$ cat src/rtl/simple_circuit_pkg.sv
// Shared types and constants for the simple_circuit pipeline.
// Latency: n/a (declarations only).
// Backpressure: n/a.
`ifndef SIMPLE_CIRCUIT_PKG_SV
`define SIMPLE_CIRCUIT_PKG_SV

// Result record {w1, d, e}, sized by the caller's operand width.
`define SIMPLE_CIRCUIT_RES_T(W) struct packed { logic [(W)-1:0] w1; logic [(W)-1:0] d; logic [(W)-1:0] e; }

package simple_circuit_pkg;
    localparam int COUNT_W     = 16;
    localparam int DEF_WIDTH   = 1;
    localparam int DEF_LATENCY = 2;

    // Flattened bit width of one result record.
    function automatic int res_bits(input int width);
        return 3 * width;
    endfunction
endpackage

`endif

$ cat src/rtl/simple_circuit_pipe_if.sv
// Operand/result handshake bundle for simple_circuit_pipe; count exists only with SIMPLE_CIRCUIT_PIPE_COUNT_EN.
// Latency: n/a (wires only).
// Backpressure: in_ready/out_ready carry valid/ready flow control in each direction.
interface simple_circuit_pipe_if #(
    parameter int WIDTH = simple_circuit_pkg::DEF_WIDTH
);
    import simple_circuit_pkg::*;

    logic             in_valid;
    logic             in_ready;
    logic [WIDTH-1:0] a;
    logic [WIDTH-1:0] b;
    logic [WIDTH-1:0] c;
    logic             out_valid;
    logic             out_ready;
    logic [WIDTH-1:0] d;
    logic [WIDTH-1:0] e;
    logic [WIDTH-1:0] w1;
`ifdef SIMPLE_CIRCUIT_PIPE_COUNT_EN
    logic [COUNT_W-1:0] count;
`endif

    // Producer/consumer side: drives operands and out_ready.
    modport master (
        output in_valid, a, b, c, out_ready,
        input  in_ready, out_valid, d, e, w1
`ifdef SIMPLE_CIRCUIT_PIPE_COUNT_EN
        , input count
`endif
    );

    // Pipeline side.
    modport slave (
        input  in_valid, a, b, c, out_ready,
        output in_ready, out_valid, d, e, w1
`ifdef SIMPLE_CIRCUIT_PIPE_COUNT_EN
        , output count
`endif
    );
endinterface

$ cat src/rtl/simple_circuit_stage.sv
// One pipeline slot: valid bit plus data register, loads whenever it is empty or downstream advances.
// Latency: 1 cycle.
// Backpressure: adv = !vld | dn_adv, so an empty slot absorbs data while later slots stall.
module simple_circuit_stage #(
    parameter int DW = 3
) (
    input  logic          clk,
    input  logic          rst,
    input  logic          up_vld,
    input  logic [DW-1:0] up_dat,
    input  logic          dn_adv,
    output logic          adv,
    output logic          vld,
    output logic [DW-1:0] dat
);
    assign adv = !vld | dn_adv;

    // Load from upstream on advance, otherwise hold; reset empties the slot.
    always_ff @(posedge clk) begin
        if (rst) begin
            vld <= 1'b0;
            dat <= '0;
        end else if (adv) begin
            vld <= up_vld;
            dat <= up_dat;
        end
    end
endmodule

$ cat src/rtl/simple_circuit_pipe.sv
// Computes w1 = a & b, d = w1 | c, e = ~c and carries results through a LATENCY-deep bubble-collapsing pipeline; SIMPLE_CIRCUIT_PIPE_COUNT_EN adds a 16-bit output-transfer counter.
// Latency: LATENCY cycles from presentation to out_valid when unstalled; one result per cycle sustained.
// Backpressure: in_ready is low only when every stage is full and out_ready is low.
module simple_circuit_pipe
    import simple_circuit_pkg::*;
#(
    parameter int WIDTH   = DEF_WIDTH,   // >= 1
    parameter int LATENCY = DEF_LATENCY  // >= 1
) (
    input  logic                clk,
    input  logic                rst,
    simple_circuit_pipe_if.slave bus
);
    typedef `SIMPLE_CIRCUIT_RES_T(WIDTH) res_t;
    localparam int DW = res_bits(WIDTH);

    res_t            in_res;
    res_t            out_res;
    logic [LATENCY-1:0] v;
    logic [LATENCY-1:0] adv;
    logic [DW-1:0]   stage_dat [LATENCY];

    // The only real logic: evaluated straight from the operands ahead of stage 0.
    always_comb begin
        in_res    = '0;
        in_res.w1 = bus.a & bus.b;
        in_res.d  = (bus.a & bus.b) | bus.c;
        in_res.e  = ~bus.c;
    end

    for (genvar s = 0; s < LATENCY; s++) begin : g_stage
        logic          up_vld;
        logic [DW-1:0] up_dat;
        logic          dn_adv;

        if (s == 0) begin : g_first
            assign up_vld = bus.in_valid;
            assign up_dat = DW'(in_res);
        end else begin : g_mid
            assign up_vld = v[s-1];
            assign up_dat = stage_dat[s-1];
        end

        if (s == LATENCY - 1) begin : g_last
            assign dn_adv = bus.out_ready;
        end else begin : g_inner
            assign dn_adv = adv[s+1];
        end

        simple_circuit_stage #(.DW(DW)) u_stage (
            .clk    (clk),
            .rst    (rst),
            .up_vld (up_vld),
            .up_dat (up_dat),
            .dn_adv (dn_adv),
            .adv    (adv[s]),
            .vld    (v[s]),
            .dat    (stage_dat[s])
        );
    end

    assign bus.in_ready  = adv[0];
    assign bus.out_valid = v[LATENCY-1];
    assign out_res       = res_t'(stage_dat[LATENCY-1]);
    assign bus.d         = out_res.d;
    assign bus.e         = out_res.e;
    assign bus.w1        = out_res.w1;

`ifdef SIMPLE_CIRCUIT_PIPE_COUNT_EN
    logic [COUNT_W-1:0] count_q;

    // Count output transfers; wraps naturally at 16 bits.
    always_ff @(posedge clk) begin
        if (rst) begin
            count_q <= '0;
        end else if (bus.out_valid && bus.out_ready) begin
            count_q <= count_q + 1'b1;
        end
    end

    assign bus.count = count_q;
`endif
endmodule
$ cat src/flat_wrapper.sv
// flat-port wrapper written by rule: the top's interface ports become plain ports
module simple_circuit_pipe_flat import simple_circuit_pkg::*;
#(
    parameter int WIDTH   = DEF_WIDTH,          
    parameter int LATENCY = DEF_LATENCY         
)
  (clk, rst, bus_in_valid, bus_a, bus_b, bus_c, bus_out_ready, bus_in_ready, bus_out_valid, bus_d, bus_e, bus_w1);
  simple_circuit_pipe_if #(.WIDTH(WIDTH)) bus_i ();
  input  logic clk;
  input  logic rst;
  input wire logic [$bits(bus_i.in_valid)-1:0] bus_in_valid;
  input wire logic [$bits(bus_i.a)-1:0] bus_a;
  input wire logic [$bits(bus_i.b)-1:0] bus_b;
  input wire logic [$bits(bus_i.c)-1:0] bus_c;
  input wire logic [$bits(bus_i.out_ready)-1:0] bus_out_ready;
  output wire logic [$bits(bus_i.in_ready)-1:0] bus_in_ready;
  output wire logic [$bits(bus_i.out_valid)-1:0] bus_out_valid;
  output wire logic [$bits(bus_i.d)-1:0] bus_d;
  output wire logic [$bits(bus_i.e)-1:0] bus_e;
  output wire logic [$bits(bus_i.w1)-1:0] bus_w1;
  assign bus_i.in_valid = bus_in_valid;
  assign bus_i.a = bus_a;
  assign bus_i.b = bus_b;
  assign bus_i.c = bus_c;
  assign bus_i.out_ready = bus_out_ready;
  assign bus_in_ready = bus_i.in_ready;
  assign bus_out_valid = bus_i.out_valid;
  assign bus_d = bus_i.d;
  assign bus_e = bus_i.e;
  assign bus_w1 = bus_i.w1;
  simple_circuit_pipe #(.WIDTH(WIDTH), .LATENCY(LATENCY)) u_core (.clk(clk), .rst(rst), .bus(bus_i));
endmodule
$ cat config.mk
export PLATFORM = sky130hd
export DESIGN_NAME = simple_circuit_pipe_flat
export DESIGN_NICKNAME = d
export VERILOG_FILES = /design/src/rtl/simple_circuit_pkg.sv /design/src/rtl/simple_circuit_pipe_if.sv /design/src/rtl/simple_circuit_stage.sv /design/src/rtl/simple_circuit_pipe.sv /design/src/flat_wrapper.sv
export SDC_FILE = /design/constraint.sdc
export NUM_CORES = 1
export LEC_CHECK = 0
export ABC_AREA = 1
export BUFFER_PORTS_ARGS = -buffer_cell sky130_fd_sc_hd__buf_4
export CAP_MARGIN = 25
export CORE_AREA = 2 2 39 41
export CTS_CLUSTER_DIAMETER = 80
export DETAILED_ROUTE_END_ITERATION = 8
export DIE_AREA = 0 0 41 43
export GPL_TIMING_DRIVEN = 0
export PLACE_DENSITY = 0.42
export REMOVE_ABC_BUFFERS = 1
export SYNTH_ARGS = -nofsm -noshare
export SYNTH_HDL_FRONTEND = slang
export SYNTH_SLANG_ARGS = --single-unit
$ cat constraint.sdc
create_clock -name clk -period 1.3 [get_ports clk]
set_clock_uncertainty 0.05 [all_clocks]
set_input_delay 0.065 -clock clk [delete_from_list [all_inputs] [get_ports clk]]
set_output_delay 0.065 -clock clk [all_outputs]
set_load 0.05 [all_outputs]
==> results by group, run 1 <==
Run status
  • Status: finished, final reports clean

Floorplan
  • Initial core utilization: 22.8%
  • Die Footprint: 0.00176 sq mm
  • Core footprint: 0.00138 sq mm
  • Die height: ~43 um
  • Die W: about 41 um
  • # IOs: 12
  • Row count: 14

Global route
  • Remaining Overflow, GRT: 0
  • Total Routing Usage GR: a little under a tenth
  • Initial antenna violation count: 0
  • Vias in the first global route: between 200 and 250
  • Largest net degree at the start of global routing: 8
  • First-pass GRT wire length: between 900 and 1000 um

Pwr
  • Switching Share: 26.4%
  • Lkg Pwr: approximately 0.00024 uW
  • Clock power frac: around 34%
  • Seq pwr share: 49.6%
  • Internal power: approximately 400 uW
  • Net switching power figure: between 100 and 150 uW
  • Cell Pwr Density: 1210 mW/mm^2
  • Max IR drop VDD: about 420 uV
  • Logic pwr share: 15.9%

STA
  • Period utilization: around 87%
  • Final setup violation count: 0
  • Max Transition Viols Final: 0
  • Tightest Pin Transition: approximately 200 ps
  • TNS Setup: 0 ps
  • Fin crit period: between 1000 and 1500 ps
  • RSZ-0062 raised after global routing: no
  • Slew headroom: 86.3%
  • Final Hold Violating Endpoints: 0
  • Fmax: 0.884 GHz

Cells and area
  • Final core utilization: between 30% and 40%
  • Reg area: between 150 and 200 sq um
  • Multi-input logic area: between 100 and 150 sq um
  • Commonest non-fill, non-tap cell in the layout: nor2_1
  • Share of cells above drive strength 1: between 20 and 30%
  • Fill cells: 152
  • Diode count: 0
  • Final nets: between 60 and 70
  • Layout overhead on the synthesized area: 42.9%
  • Most frequent cells in the layout: 14 x nor2_1, 11 x buf_4, 8 x dfxtp_1
  • Finished Layout Cells: 74

Min path
  • Worst hold path class: input port to register
  • Hold path start: bus_in_valid

Logic synthesis
  • Synth unique cells: 10
  • Seq/Total Area, Yosys: 50.8%
  • Syn_area_per_cell: 7.33 sq um
  • Cell Area, Synth: around 320 sq um
  • Yosys reg bits: 8
  • Cells after Synth: 43
  • Synth warn: 0

Clock network
  • CTS tree: yes
  • Post-cts gate resize count: 0
  • Clock buffer count from CTS: 3
  • H-tree levels: 1
  • Clock latency on the worst-skew pair: 250 ps
  • Clock Path Buffers: 2
  • Root Buffer: clkbuf_4
  • Clk sink count: 8
  • Reg clk slew, reported paths: 50 ps

Job
  • Max Cap Violations: 0

Drt
  • Final ANT Viol Nets: 0
  • WL final: just over 600 um
  • Drc violations: 0
  • Detailed Routing Iterations Pass 1: 4
  • Vias per Instance: between 3 and 4
  • Vias: approximately 290
  • WL/cell: roughly 8.3 um
  • Drt initial violations: 7

Critical path
  • CP endpoint kind: primary output
  • Crit path arrival time: 1020 ps
  • CP top delay family: flip-flops
  • Critical-path maximum fanout: 7
  • Crit path cell chain: nand3_4 > buf_4
  • Slowest CP cell: dfxtp_1
  • CP bufs+invs: 1
  • CP required: approximately 1200 ps
  • Slowest cell delay on critical path: 420 ps
  • Critical path type: register to primary output
  • Startpoint class of the critical path: register
  • Crit. Startpoint: u_core.g_stage[1].u_stage.vld
  • Worst flop-to-flop path startpoint: u_core.g_stage[1].u_stage.vld

Placement
  • Placed Instances: 70
  • PortBufs: 11
  • Placer congestion estimate: about 0.66
  • Hpwl dp: ~460 um
## logic make-up after synthesis
group / count (synthesis) / synth area share (%)
AOI/OAI and AO/OA: 4 / 6.35
and+or+nand+nor: 24 / 34.5
buffers and inverters: 7 / 8.33
DFF: 8 / 50.8
## power groups by stage
stage	combinational [uW]	sequential, uW	clock, uW
after global routing	95.2	272	217
after CTS	87.8	270	198
final	86.7	270	187
after floorplan	28.9	299	0
after global placement	84.8	275	0
after detailed placement	85.2	275	0
## synthesized netlist by cell type
master,instances,area (sq um)
inv_1,6,22.5
inv_2,1,3.75
a21oi_1,1,5.00
nand3_4,1,17.5
nand2_1,7,26.3
nand2_2,1,6.26
nor2_1,14,52.6
o21ai_0,3,15.0
dfxtp_1,8,160
nand4_1,1,6.26
## area by class of cell
class	instances	area share (%)
Clock buffer	3	5.00
Inverter	7	5.83
Multi-Input combinational cell	28	28.6
Sequential cell	8	35.6
Tap cell	16	4.44
Timing Repair Buffer	12	20.6
## registers in the layout, summed over array words and instances, names as in the netlist
| register | count |
|---|---|
| u_core.g_stage.u_stage.dat | 6 |
| u_core.g_stage.u_stage.vld | 2 |
## stage by stage
step | instance area (sq um) | power [uW] | setup WS, ps | hold slack (ps)
5_1_grt | 450 | 584 | 90.8 | 13.0
6_report | 450 | 544 | 168 | 10.2
3_3_place_gp | 418 | 360 | 398 | 193
3_5_place_dp | 418 | 360 | 402 | 192
4_1_cts | 450 | 555 | 140 | 0.375
2_1_floorplan | 315 | 327 | -53.9 | 84.1
## per-layer routing
layer  track usage, %  vias to the layer above  wire [um]
met2             10.6                       10        274
met5                0                        -          0
li1                 -                      163          -
met1             10.9                      119        292
met4             12.0                        0         14
met3             4.71                        2         35
## repair_timing
| item | in CTS | in global routing |
|---|---|---|
| hold buffers | 1 | 0 |
| hold endpoints to repair | 2 | 0 |
| setup buffers | 0 | 0 |
## worst min-delay path, cell delays in order
cell	delay [ps]
buf_4	100
inv_1	40
a21oi_1	50
## worst paths after layout
check	slack (ps)	depth (start not counted)	end
max	170	2	bus_in_ready
max reg2reg	410	3	u_core.g_stage[1].u_stage.dat[0]
min	10	3	u_core.g_stage[0].u_stage.vld
min reg2reg	440	2	u_core.g_stage[0].u_stage.dat[2]
Note: power is estimated with default switching activity, not from simulation.
==> inputs of run 2 (changes only) <==
--- a/config.mk
+++ b/config.mk
@@ -6,7 +6,7 @@
 export NUM_CORES = 1
 export LEC_CHECK = 0
 export ABC_AREA = 1
-export BUFFER_PORTS_ARGS = -buffer_cell sky130_fd_sc_hd__buf_4
+export BUFFER_PORTS_ARGS = -buffer_cell sky130_fd_sc_hd__buf_2
 export CAP_MARGIN = 25
 export CORE_AREA = 2 2 39 41
 export CTS_CLUSTER_DIAMETER = 80
==> results by group, run 2 (same netlist as run 1, synthesis figures left out) <==
Min path
  • Worst hold path class: input port to register

Cells and area
  • Cell area after layout: roughly 430 sq um
  • Most frequent cells in the layout: 14 x nor2_1, 11 x buf_2, 8 x dfxtp_1
  • Layout overhead on the synthesized area: 37.3%
  • Final nets: 68
  • Finished Layout Cells: 75
  • Share of cells above drive strength 1: between 20 and 30%
  • Commonest non-fill, non-tap cell in the layout: nor2_1
  • Max FFs per register: 6
  • Final core utilization: a little under a third
  • Diode count: 0
  • Biggest register: u_core.g_stage.u_stage.dat
  • Biggest regs: u_core.g_stage.u_stage.dat (6), u_core.g_stage.u_stage.vld (2)

Drt
  • Final ANT Viol Nets: 0
  • Drc violations: 0
  • WL/cell: around 8.2 um
  • WL final: slightly above 600 um
  • Vias per Instance: 3.93
  • Drt initial violations: 4
  • Detailed Routing Iterations Pass 1: 2
  • Vias: roughly 300

STA
  • TNS Setup: 0 ps
  • Final setup violation count: 0
  • Slew headroom: 83.7%
  • Period utilization: between 80% and 90%
  • Final Hold Violating Endpoints: 0
  • Max Transition Viols Final: 0
  • RSZ-0062 raised after global routing: no
  • Fmax: 0.871 GHz
  • Fin crit period: between 1000 and 1500 ps
  • Tightest Pin Transition: 247 ps

Critical path
  • Slowest CP cell: dfxtp_1
  • CP bufs+invs: 1
  • Crit path arrival time: around 1000 ps
  • CP endpoint kind: primary output
  • Flop-to-flop setup slack: between 400 and 500 ps
  • Startpoint class of the critical path: register
  • Critical path type: register to primary output
  • CP required: between 1000 and 1500 ps
  • Slowest cell delay on critical path: roughly 410 ps
  • Crit path cell chain: nand3_4 > buf_2
  • Critical-path maximum fanout: 7
  • CP top delay family: flip-flops

Pwr
  • Design Power: 537 uW
  • Max IR drop VDD: 441 uV
  • Lkg Pwr: roughly 0.00024 uW
  • Cell Pwr Density: around 1200 mW/mm^2

Floorplan
  • Die height: about 43 um
  • Die Footprint: approximately 0.0018 sq mm
  • Core footprint: roughly 0.0014 sq mm
  • # IOs: 12
  • Initial core utilization: a little under a quarter
  • Die W: around 40 um
  • Row count: 14

Clock network
  • CTS tree: yes
  • Clock buffer count from CTS: 3
  • Root Buffer: clkbuf_4
  • Number of setup buffers added after CTS: 0
  • H-tree levels: 1
  • Post-cts gate resize count: 0
  • Cts hold-fix bufs: 2
  • Clock Path Buffers: 2
  • Clk sink count: 8
  • Reg clk slew, reported paths: ~50 ps
  • Clock latency on the worst-skew pair: 250 ps

Global route
  • Initial antenna violation count: 0
  • First-pass GRT wire length: slightly above 1000 um
  • Vias in the first global route: approximately 260
  • Met1 GRT Util: under 10%
  • GRT met2 Usage: around an eighth
  • Total Routing Usage GR: 8.85%
  • Largest net degree at the start of global routing: 8
  • Met3 GRT Util: ~4.7%
  • Remaining Overflow, GRT: 0
  • Layer with the highest usage: met2

Placement
  • Placed Instances: 70
  • Placer congestion estimate: about 0.65
  • Hpwl dp: between 400 and 500 um
  • DP Area: just under 400 sq um
  • PortBufs: 11

Run status
  • Status: finished, final reports clean

Job
  • Max Cap Violations: 0
## run 2: cell count changes in the layout (fill, tap and decap cells not counted)
cell and delta:
buf_4 -11, buf_2 +11, dlygate4sd3_1 +1
## run 2: path summary, 6_finish.rpt
check | depth (start not counted) | from | endpoint
worst max-delay path | 2 | u_core.g_stage[1].u_stage.vld | bus_in_ready
worst min-delay path | 4 | bus_c | u_core.g_stage[0].u_stage.dat[0]
worst max register to register | 3 | u_core.g_stage[1].u_stage.vld | u_core.g_stage[1].u_stage.dat[0]
worst min register to register | 2 | u_core.g_stage[0].u_stage.dat[1] | u_core.g_stage[1].u_stage.dat[1]
## run 2: worst min-delay path: cells and delay by family
family | cells | cell delay [ps]
buffers and inverters | 1 | 80
AND/OR/NAND/NOR | 3 | 130
## run 2: metrics by stage
step / hold WS, ps / setup slack, ps
floorplan: 84.1 / -53.9
global placement: 207 / 401
detailed placement: 207 / 408
CTS: 19.9 / 137
global route: 52.9 / 78.8
finish: 20.1 / 151
## run 2: layout make-up
| type | count | area, sq um |
|---|---|---|
| Clock buffer | 3 | 22.5 |
| Fill cell | 169 | 951 |
| Inverter | 7 | 26.3 |
| Multi-Input combinational cell | 28 | 129 |
| Sequential cell | 8 | 160 |
| Tap cell | 16 | 20.0 |
| Timing Repair Buffer | 13 | 75.1 |
## run 2: routing by layer
layer	routed length, um	share of wire, %
met1	270	44
met2	288	47
met3	43	7.0
met4	13	2.1
met5	0	0
## run 2: where the power goes
part | switching, uW | leakage [uW] | internal, uW
combinational | 52.2 | 0.000157 | 27.3
clock | 82.7 | 0.0000138 | 106
sequential | 9.27 | 0.0000662 | 260
